## src/rtl/mips_trace_capture_if.sv

```systemverilog
// Beat stream from the trace FIFO to a host or checker.
// Master drives valid/data/last, slave returns ready.
interface mips_trace_capture_if;
    logic        out_valid;
    logic        out_ready;
    logic [31:0] out_data;
    logic        out_last;

    modport master (
        output out_valid,
        output out_data,
        output out_last,
        input  out_ready
    );

    modport slave (
        input  out_valid,
        input  out_data,
        input  out_last,
        output out_ready
    );
endinterface

```

## src/rtl/mips_trace_capture.sv

```systemverilog
// Commit-trace monitor for the single-cycle mips core.
// Arms, triggers on a PC, buffers samples and streams 3 beats/entry.
module mips_trace_capture #(
    parameter int DEPTH       = 16,
    parameter bit CAPTURE_ALL = 1'b0
) (
    input  logic                        clk,
    input  logic                        rst_n,
    input  logic [31:0]                 pc,
    input  logic [31:0]                 instr,
    input  logic [31:0]                 alu_result,
    input  logic                        reg_write,
    input  logic                        arm,
    input  logic                        clear,
    input  logic [31:0]                 trig_pc,
    input  logic [15:0]                 capture_len,
    mips_trace_capture_if.master        trace,
    output logic [1:0]                  state,
    output logic [15:0]                 captured,
    output logic [15:0]                 dropped,
    output logic                        done
);
    localparam int AW = $clog2(DEPTH);

    typedef enum logic [1:0] {
        IDLE    = 2'd0,
        ARMED   = 2'd1,
        CAPTURE = 2'd2,
        DONE    = 2'd3
    } state_t;

    state_t      st;
    state_t      st_nxt;
    logic [95:0] mem [DEPTH];
    logic [95:0] head;
    logic [AW:0] wr_ptr;
    logic [AW:0] rd_ptr;
    logic [1:0]  beat;
    logic        q;
    logic        trig;
    logic        push_req;
    logic        push_ok;
    logic        pop;
    logic        empty;
    logic        full;
    logic        hit_len;
    logic        rearm;
    logic [15:0] cap_inc;

    assign q        = CAPTURE_ALL || reg_write;
    assign trig     = (st == ARMED) && q && (pc == trig_pc);
    assign push_req = !clear && (trig || ((st == CAPTURE) && q));
    assign empty    = (wr_ptr == rd_ptr);
    assign full     = (wr_ptr[AW] != rd_ptr[AW]) &&
                      (wr_ptr[AW-1:0] == rd_ptr[AW-1:0]);
    assign pop      = !empty && trace.out_ready && (beat == 2'd2);
    // A final-beat pop in the same cycle frees the slot being written.
    assign push_ok  = push_req && (!full || pop);
    assign cap_inc  = captured + 16'd1;
    assign hit_len  = push_ok && (capture_len != 16'd0) &&
                      (cap_inc == capture_len);
    assign rearm    = arm && ((st == IDLE) || (st == DONE));

    // State register.
    always_ff @(posedge clk) begin
        if (!rst_n) st <= IDLE;
        else        st <= st_nxt;
    end

    // Next-state: clear wins, arm only honoured in IDLE/DONE.
    always_comb begin
        st_nxt = st;
        if (clear) begin
            st_nxt = IDLE;
        end else begin
            unique case (st)
                IDLE:    if (arm) st_nxt = ARMED;
                ARMED:   if (trig) st_nxt = hit_len ? DONE : CAPTURE;
                CAPTURE: if (hit_len) st_nxt = DONE;
                DONE:    if (arm) st_nxt = ARMED;
                default: st_nxt = IDLE;
            endcase
        end
    end

    // Run counters; dropped saturates.
    always_ff @(posedge clk) begin
        if (!rst_n || clear || (!clear && rearm)) begin
            captured <= 16'd0;
            dropped  <= 16'd0;
        end else begin
            if (push_ok) captured <= cap_inc;
            if (push_req && !push_ok && (dropped != 16'hFFFF))
                dropped <= dropped + 16'd1;
        end
    end

    // Sample storage, no reset needed: reads are gated by occupancy.
    always_ff @(posedge clk) begin
        if (push_ok) mem[wr_ptr[AW-1:0]] <= {pc, instr, alu_result};
    end

    // Pointers with an extra wrap bit to tell full from empty.
    always_ff @(posedge clk) begin
        if (!rst_n || clear) begin
            wr_ptr <= '0;
            rd_ptr <= '0;
        end else begin
            if (push_ok) wr_ptr <= wr_ptr + (AW+1)'(1);
            if (pop)     rd_ptr <= rd_ptr + (AW+1)'(1);
        end
    end

    // Beat index within the head entry.
    always_ff @(posedge clk) begin
        if (!rst_n || clear) begin
            beat <= 2'd0;
        end else if (!empty && trace.out_ready) begin
            beat <= (beat == 2'd2) ? 2'd0 : beat + 2'd1;
        end
    end

    assign head = mem[rd_ptr[AW-1:0]];

    // Beat mux: pc, instr, alu_result; zero when nothing queued.
    always_comb begin
        trace.out_data = 32'd0;
        if (!empty) begin
            unique case (beat)
                2'd0:    trace.out_data = head[95:64];
                2'd1:    trace.out_data = head[63:32];
                2'd2:    trace.out_data = head[31:0];
                default: trace.out_data = 32'd0;
            endcase
        end
    end

    assign trace.out_valid = !empty;
    assign trace.out_last  = !empty && (beat == 2'd2);
    assign state           = st;
    assign done            = (st == DONE);
endmodule
```

## src/flat_wrapper.sv

```systemverilog
// flat-port wrapper written by rule: the top's interface ports become plain ports
module mips_trace_capture_flat 
#(
    parameter int DEPTH       = 16,
    parameter bit CAPTURE_ALL = 1'b0
)
  (clk, rst_n, pc, instr, alu_result, reg_write, arm, clear, trig_pc, capture_len, state, captured, dropped, done, trace_out_valid, trace_out_data, trace_out_last, trace_out_ready);
  mips_trace_capture_if trace_i ();
  input  logic clk;
  input  logic rst_n;
  input  logic [31:0] pc;
  input  logic [31:0] instr;
  input  logic [31:0] alu_result;
  input  logic reg_write;
  input  logic arm;
  input  logic clear;
  input  logic [31:0] trig_pc;
  input  logic [15:0] capture_len;
  output logic [1:0] state;
  output logic [15:0] captured;
  output logic [15:0] dropped;
  output logic done;
  output wire logic [$bits(trace_i.out_valid)-1:0] trace_out_valid;
  output wire logic [$bits(trace_i.out_data)-1:0] trace_out_data;
  output wire logic [$bits(trace_i.out_last)-1:0] trace_out_last;
  input wire logic [$bits(trace_i.out_ready)-1:0] trace_out_ready;
  assign trace_out_valid = trace_i.out_valid;
  assign trace_out_data = trace_i.out_data;
  assign trace_out_last = trace_i.out_last;
  assign trace_i.out_ready = trace_out_ready;
  mips_trace_capture #(.DEPTH(DEPTH), .CAPTURE_ALL(CAPTURE_ALL)) u_core (.clk(clk), .rst_n(rst_n), .pc(pc), .instr(instr), .alu_result(alu_result), .reg_write(reg_write), .arm(arm), .clear(clear), .trig_pc(trig_pc), .capture_len(capture_len), .trace(trace_i), .state(state), .captured(captured), .dropped(dropped), .done(done));
endmodule
```

## config.mk

```make
export PLATFORM = sky130hd
export DESIGN_NAME = mips_trace_capture_flat
export DESIGN_NICKNAME = d
export VERILOG_FILES = /design/src/rtl/mips_trace_capture_if.sv /design/src/rtl/mips_trace_capture.sv /design/src/flat_wrapper.sv
export SDC_FILE = /design/constraint.sdc
export NUM_CORES = 1
export LEC_CHECK = 0
export CORE_UTILIZATION = 45
export DETAILED_ROUTE_END_ITERATION = 8
export PLACE_DENSITY = 0.58
export SLEW_MARGIN = 20
export SYNTH_ARGS = -nofsm -noshare
export SYNTH_HDL_FRONTEND = slang
export SYNTH_SLANG_ARGS = --single-unit
```

## constraint.sdc

```tcl
create_clock -name clk -period 13.54 [get_ports clk]
set_input_delay 4.062 -clock clk [delete_from_list [all_inputs] [get_ports clk]]
set_output_delay 4.062 -clock clk [all_outputs]
set_load 0.02 [all_outputs]
```

; ---- After elaboration in Yosys (flattened, before gate mapping)
; Memories as Yosys holds them, arrays and structs flattened. A register that Yosys moved wholly into a read port is not among the register bits.
; Index checks and enable logic that the tools add are counted.
[word_totals]
register_bits = 46
ram_bits = 1536
latch_bits = 0
rom_bits = 0
inputBits = 150
word_cells = 70
out_inout_bits = 69
memories = 1
[classes]
n_addsub = 5
n_reduce_logical = 31
multipliers = 0
n_eq_ne = 14
bitwise = 1
n_shift = 0
mux = 12
n_div = 0
n_lt_le_gt_ge = 0
[mem_list]
columns = name, words, word_bits, rd, rd_ports_with_merged_regs, write_ports, line
row1 = u_core.mem, 16, 96, 1, 1, 1, mips_trace_capture.sv:34  ; logic [95:0] mem [DEPTH];
[ops]
columns = op, count
row1 = $pmux W32 S3, 1
row2 = $add A16 B1 Y16 const B, 2
row3 = $eq A32 B32 Y1, 1
row4 = $mux W32, 1
row5 = $eq A16 B16 Y1, 1
row6 = $ne A16 B16 Y1 const B, 1
row7 = $reduce_bool A16 Y1, 1
row8 = $logic_and A1 B1 Y1, 15
row9 = $add A5 B1 Y5 const B, 2
row10 = $mux W2, 4
row11 = $mux W4, 2
row12 = $eq A2 B2 Y1 const B, 3
row13 = $ne A2 B1 Y1 const B, 3
row14 = $pmux W2 S3, 1
row15 = $eq A5 B5 Y1, 1
row16 = $logic_not A1 Y1, 5
row17 = $logic_or A1 B1 Y1, 5
row18 = $eq A2 B1 Y1 const B, 2
row19 = $eq A4 B4 Y1, 1
row20 = $logic_not A2 Y1, 2
row21 = $reduce_or A2 Y1, 2
row22 = $mux W1, 3
row23 = $reduce_and A3 Y1, 1
row24 = $add A2 B1 Y2 const B, 1
row25 = other kinds (2), 2

; ---- Longest topological paths before layout
; Gate-level depths: netlist (run 1).
[depth]
depth_word = 11
depth_mapped = 11
depth_no_buf = 8

; ---- Least setup slack after synthesis (run 1)
; OpenSTA, ideal clock, no wires.
[synth_path]
path_type = in2reg
startpoint = input trig_pc[7]
endpoint = memory u_core.mem[0][0], enable pin
arrival_ns = 12.104
n_path_buf = 2
cell_stages = 9
setup_ns = 0.669
required_ns = 12.871
slack_ns = 0.767
path_cell_list = xor2_1 -> nor4_1 -> nand4_1 -> nor4_4 -> buf_2 -> o21a_1 -> buf_2 -> nand2_1 -> nor3_1
[synth_via]
elab_chain_cells = 7
[synth_rtl]
columns = element, line
row1 = start: declaration, flat_wrapper.sv:17  ; input logic [31:0] trig_pc;
row2 = $eq A32 B32 Y1, mips_trace_capture.sv:51  ; assign trig = (st == ARMED) && q && (pc == trig_pc);
row3 = $logic_and A1 B1 Y1, mips_trace_capture.sv:51
row4 = $logic_or A1 B1 Y1, mips_trace_capture.sv:52  ; assign push_req = !clear && (trig || ((st == CAPTURE) && q));
row5 = $logic_and A1 B1 Y1, mips_trace_capture.sv:52
row6 = $logic_and A1 B1 Y1, mips_trace_capture.sv:58  ; assign push_ok = push_req && (!full || pop);
row7 = $mux W1, mips_trace_capture.sv:100  ; if (push_ok) mem[wr_ptr[AW-1:0]] <= {pc, instr, alu_result};
row8 = $mux W1 (implied by the code), mips_trace_capture.sv:100
row9 = end: declaration, mips_trace_capture.sv:34
; No other way between the ends.

==> summary.txt, run 1 <==
Power and ir drop
  – Power Density: 137.3 nW/um2
  – Overall Power: 9.780 mW
  – IR drop worst, VDD: 0.0001233 V
  – Leakage power figure: 21.07 nW

Status
  – Outcome: finished clean

Clocking
  – CTS sink cnt: 1586
  – Clock buffer count from CTS: 163
  – CTS root buffer: clkbuf_16
  – Post-CTS sizing: 0
  – Max H-tree Level: 4
  – Clock transition at path regs: 0.06 ns
  – Hold-fix buffers at CTS: 0
  – Post-CTS Setup Bufs: 0
  – Clock Path Buffers: 3
  – CTS tree: yes
  – Clk_lat worst skew: 0.77 ns

Floorplan
  – CORE AREA: 135800 um2
  – FP Rows: 135
  – Die W: 372.4 um
  – Initial core utilization: 45.46%
  – Full die area: 138700 um2
  – Ports: 219
  – Die height: 372.4 um

Synth
  – Synth async-reset ratio: 0%
  – Seq cells post-synth: 1586
  – Top_reg_cell synth: edfxtp_1
  – Cells after synthesis: 2704
  – Mapped cell area: 61730 um2
  – Post-synth EDFFs: 1536
  – Synthesized area per cell: 22.83 um2
  – Syn. warnings: 0
  – Post-synth cell types: 52
  – Syn Nets: 2864
  – Sequential share of the synthesized area: 76.34%

Final layout
  – Storage cell area: 47140 um2
  – Layout area overhead: 15.39%
  – Layout Nets: 3140
  – Final non-filler cell area: 71240 um2
  – Share of cells above drive strength 1: 24.57%
  – # fillers: 10500
  – Multi-input gate area: 14050 um2

STA
  – Setup TNS: 0 ns
  – Worst-margin pin slew: 1.123 ns
  – Max Freq: 105.5 MHz
  – Slew headroom: 25.16%
  – Final setup vio count: 0
  – Final WS setup: 4.060 ns
  – Final critical-path required period: 9.480 ns
  – RSZ-0062 raised after global routing: false
  – Setup Skew: 0.01529 ns
  – Hold Fails Final Rpt: 0
  – Final Slew Violations: 0
  – Fin crit share: 70.01%

Setup path
  – CP endpoint kind: primary output
  – Critical path startpoint category: flip-flop
  – CP delay by family, top: multiplexers
  – Critical Path RT: 9.48 ns
  – Critical Path AT: 5.42 ns
  – Crit path buf inv count: 3
  – Crit Path Class: reg2out
  – CP max stage delay: 0.70 ns
  – Worst-path cell with the longest stage delay: dfxtp_4
  – Worst path cell trace: buf_4, buf_4, mux4_2, mux4_2, mux2i_1, nor2_1, a21oi_1, nor2_1, clkdlybuf4s50_1
  – CP max FO: 29

Place
  – Final Wtd Congestion: 0.7882
  – Setup slack at placement: 3.759 ns
  – Cell Area, Placed: 66150 um2
  – Buffers on Ports: 218
  – Detail Placement HPWL: 77060 um

Detailed routing
  – # DRC: 0
  – Final WL: 146500 um
  – DR vias: 28740
  – Drt pass-1 iters: 5
  – Routed WL per cell: 29.92 um
  – Initial drt markers: 2876
  – Routed vias/inst: 5.871
  – Routed Antenna Nets: 0

Global routing
  – First-pass GRT wire length: 212300 um
  – Gr ovfl total: 0
  – Initial antenna violation count: 16
  – Vias in the first global route: 30410
  – All-Layer GR Usage: 21.52%
  – Largest net degree at the start of global routing: 128

Flow run
  – Maxcap violations: 0

Min path
  – Min-delay worst type: reg2reg
==> cell type report <==
cell class / instances / area share, %
Sequential cell: 1586 / 66.18
Multi-Input combinational cell: 959 / 19.72
Clock buffer: 217 / 6.219
Timing Repair Buffer: 259 / 3.822
Tap cell: 1781 / 3.128
Clock inverter: 82 / 0.8694
Inverter: 11 / 0.05796
Antenna cell: 1 / 0.003513
==> cell families after synthesis <==
kind of cell / synth area share (%)
multiplexers: 18.18
buffers and inverters: 1.123
XOR/XNOR: 1.046
AND/OR/NAND/NOR: 2.106
AO/OA/AOI/OAI: 1.009
adder cells (fa/ha/maj): 0.2027
flip-flops: 76.34
==> metal layers <==
layer	vias up	global-route usage (%)	share of wire [%]
li1	12070	-	-
met2	813	36.09	51
met4	14	5.110	1.6
met5	-	0	0.051
met1	15650	29.60	42
met3	196	3.526	5.4
==> where the power goes <==
part	internal [mW]	switching, mW
Clock	2.43	1.83
Combinational	0.0504	0.0916
Sequential	5.38	0.000651
==> synth_stat cells, drive strengths merged, types with 14 or more instances <==
cell / number / area, um2
a21oi: 54 / 270.3
buf: 63 / 332.8
clkbuf: 85 / 319.1
dfxtp: 50 / 1001
edfxtp: 1536 / 46120
mux2i: 40 / 400.4
mux4: 480 / 10810
nand2: 34 / 127.6
nand3: 19 / 100.1
nand4: 15 / 106.4
nor2: 97 / 364.1
nor4: 22 / 158.9
o31ai: 14 / 110.1
xnor2: 29 / 254.0
xor2: 42 / 367.9
==> stage by stage <==
step / util, % / hold slack (ns) / std cells
6_report: 52.46 / 0.4974 / 4896
3_3_place_gp: 48.71 / 0.4678 / 4595
5_1_grt: 52.45 / 0.5269 / 4895
3_5_place_dp: 48.71 / 0.4848 / 4595
4_1_cts: 52.43 / 0.4991 / 4894
2_1_floorplan: - / 0.4705 / 2704
==> worst reg2reg max path, cell delays in order (launching register included) <==
cell      delay (ns)
dfxtp_2         0.51
buf_4           0.42
nor2b_4         0.60
a211oi_1        0.28
nor2_1          0.44
o21a_1          0.41
nand2_1         0.30
nor2_4          0.59
buf_4           0.81
==> state kept, by name, indices dropped and copies added, names as in the netlist, named ones only <==
register / cells
u_core.dropped: 16
u_core.beat: 2
u_core.wr_ptr: 5
u_core.rd_ptr: 5
u_core.mem: 1536
u_core.state: 2
u_core.captured: 16
==> worst paths after layout <==
| path | from | to | slack (ns) | cells after the start |
|---|---|---|---|---|
| max | flip-flop | trace_out_data[17] | 4.06 | 9 |
| min | u_core.dropped[5]$_SDFFE_PP0P_ | u_core.dropped[5]$_SDFFE_PP0P_ | 0.50 | 2 |
| max reg2reg | u_core.beat[0]$_SDFFE_PP0P_ | u_core.mem[10][50]$_DFFE_PP_ | 8.74 | 8 |
| min reg2reg | u_core.dropped[5]$_SDFFE_PP0P_ | u_core.dropped[5]$_SDFFE_PP0P_ | 0.50 | 2 |
==> layout by cell type (no fill, tap or decap), types with 40 or more instances in the layout <==
master,count
dfxtp_1,44
mux4_2,480
nor2_1,84
clkinv_1,46
clkbuf_1,47
clkbuf_16,170
clkdlybuf4s50_1,218
a21oi_1,54
mux2i_1,40
xor2_1,42
edfxtp_1,1536
Power figures use the tool's default switching activity.
==> run 2: changes to the inputs <==
- PLACE_DENSITY: 0.58 -> 0.6
- clock period: 13.54 -> 8.01 ns (I/O delays scaled with it)
==> summary.txt, run 2 (synthesis gave the netlist of run 1 again) <==
Setup path
  – CP max stage delay: 0.87 ns
  – Worst path cell trace: buf_12, buf_4, mux4_2, mux4_2, mux2i_1, nor2_1, a21oi_1, nor2_1, clkdlybuf4s50_1
  – Critical Path RT: 5.61 ns
  – Crit Path Class: reg2out
  – Worst-path cell with the longest stage delay: dfxtp_4
  – Reg2reg setup slack: 2.98 ns
  – Register-to-Register Path Depth: 7
  – CP Depth: 9
  – CP max FO: 38
  – CP endpoint kind: primary output
  – R2R Path Start: u_core.beat[1]$_SDFFE_PP0P_
  – R2r endpoint: u_core.mem[13][52]$_DFFE_PP_
  – Critical path startpoint category: flip-flop
  – Critical Path AT: 5.00 ns
  – CP delay by family, top: multiplexers
  – Crit path buf inv count: 3

Floorplan
  – Full die area: 138700 um2
  – Die W: 372.4 um
  – Die height: 372.4 um
  – CORE AREA: 135800 um2
  – Initial core utilization: 45.46%
  – FP Rows: 135
  – Ports: 219

Clocking
  – CTS tree: yes
  – Post-CTS sizing: 0
  – Max H-tree Level: 4
  – CTS root buffer: clkbuf_16
  – Clock buffer count from CTS: 162
  – Hold-fix buffers at CTS: 0
  – Clk_lat worst skew: 0.80 ns
  – CTS sink cnt: 1586
  – Clock transition at path regs: 0.06 ns
  – Post-CTS Setup Bufs: 0
  – Clock Path Buffers: 3

Global routing
  – First-pass GRT wire length: 216000 um
  – Initial antenna violation count: 14
  – Gr ovfl total: 0
  – All-Layer GR Usage: 21.95%
  – Largest net degree at the start of global routing: 139
  – Vias in the first global route: 30550

Final layout
  – Layout area overhead: 16.53%
  – # fillers: 10370
  – Layout Nets: 3189
  – Non-filler cells, final: 4946
  – Storage cell area: 47140 um2
  – Largest register FFs: 1536
  – Multi-input gate area: 14070 um2
  – Most frequent cells in the layout: edfxtp_1, mux4_2, clkdlybuf4s50_1
  – Share of cells above drive strength 1: 26.32%
  – Util after Layout: 52.97%
  – Commonest non-fill, non-tap cell in the layout: edfxtp_1

Place
  – Buffers on Ports: 218
  – Cell count after placement: 4646
  – Final Wtd Congestion: 0.8080
  – Detail Placement HPWL: 85830 um
  – Setup slack at placement: 0.4377 ns

Min path
  – Min-delay worst type: reg2reg
  – Worst Hold Path Cells: 2
  – Hold Path End: u_core.dropped[5]$_SDFFE_PP0P_
  – Hold Path Origin: u_core.dropped[5]$_SDFFE_PP0P_

STA
  – Hold slack: 0.4888 ns
  – Worst-margin pin slew: 1.148 ns
  – Max Freq: 135.1 MHz
  – Setup TNS: 0 ns
  – Slew headroom: 23.30%
  – Final critical-path required period: 7.402 ns
  – RSZ-0062 raised after global routing: false
  – Final setup vio count: 0
  – Hold Fails Final Rpt: 0
  – Final WS setup: 0.6077 ns
  – Fin crit share: 92.41%
  – Setup Skew: 0.03504 ns
  – Final Slew Violations: 0

Detailed routing
  – # DRC: 0
  – Routed vias/inst: 5.920
  – Routed WL per cell: 30.14 um
  – Routed Antenna Nets: 0
  – Initial drt markers: 2839
  – Final WL: 149100 um
  – DR vias: 29280
  – Drt pass-1 iters: 5

Power and ir drop
  – Power Density: 231.1 nW/um2
  – Leakage power figure: 21.42 nW
  – IR drop worst, VDD: 0.0001815 V

Flow run
  – Maxcap violations: 0

Status
  – Outcome: finished clean
## run 2: power breakdown
part | total [mW] | internal, mW | switching [mW]
logic | 0.249 | 0.0864 | 0.162
clock network | 7.28 | 4.13 | 3.15
registers | 9.09 | 9.09 | 0.00136
total | 16.6 | 13.3 | 3.31
## run 2: worst max-delay path by stage
stage / endpoint / slack, ns
finish: trace_out_data[6] / 0.61
floorplan: u_core.mem[12][0]$_DFFE_PP_ / -0.53
CTS: trace_out_data[6] / 0.44
global placement: u_core.mem[8][90]$_DFFE_PP_ / 0.47
detailed placement: u_core.mem[8][94]$_DFFE_PP_ / 0.44
global route: trace_out_data[7] / 0.34
## run 2: cell type report
class | count | share of cell area [%]
repair buffers | 309 | 4.574
well taps | 1781 | 3.098
multi-input cells | 959 | 19.56
clock buffers | 195 | 5.926
inverters | 11 | 0.05739
flip-flops and latches | 1586 | 65.53
diodes | 4 | 0.01391
clock inverters | 101 | 1.240
## run 2: worst min-delay path: stages (launching register included)
cell     delay, ns
dfxtp_1       0.33
nand2_1       0.06
mux2i_1       0.06
## run 2: metal layers
| metal | wire length (um) | vias to the layer above | GRT usage, % | part of all wire (%) |
|---|---|---|---|---|
| li1 | - | 12180 | - | - |
| met1 | 61830 | 15870 | 29.88 | 41 |
| met2 | 73420 | 962 | 35.20 | 49 |
| met3 | 9196 | 256 | 4.868 | 6.2 |
| met4 | 4512 | 18 | 7.394 | 3.0 |
| met5 | 111 | - | 0 | 0.074 |
## run 2: stage by stage
step | area, um2 | total power [mW]
floorplan | 61760 | 9.307
global placement | 66770 | 9.506
detailed placement | 66770 | 9.521
CTS | 71920 | 16.76
global route | 71930 | 17.07
finish | 71940 | 16.62
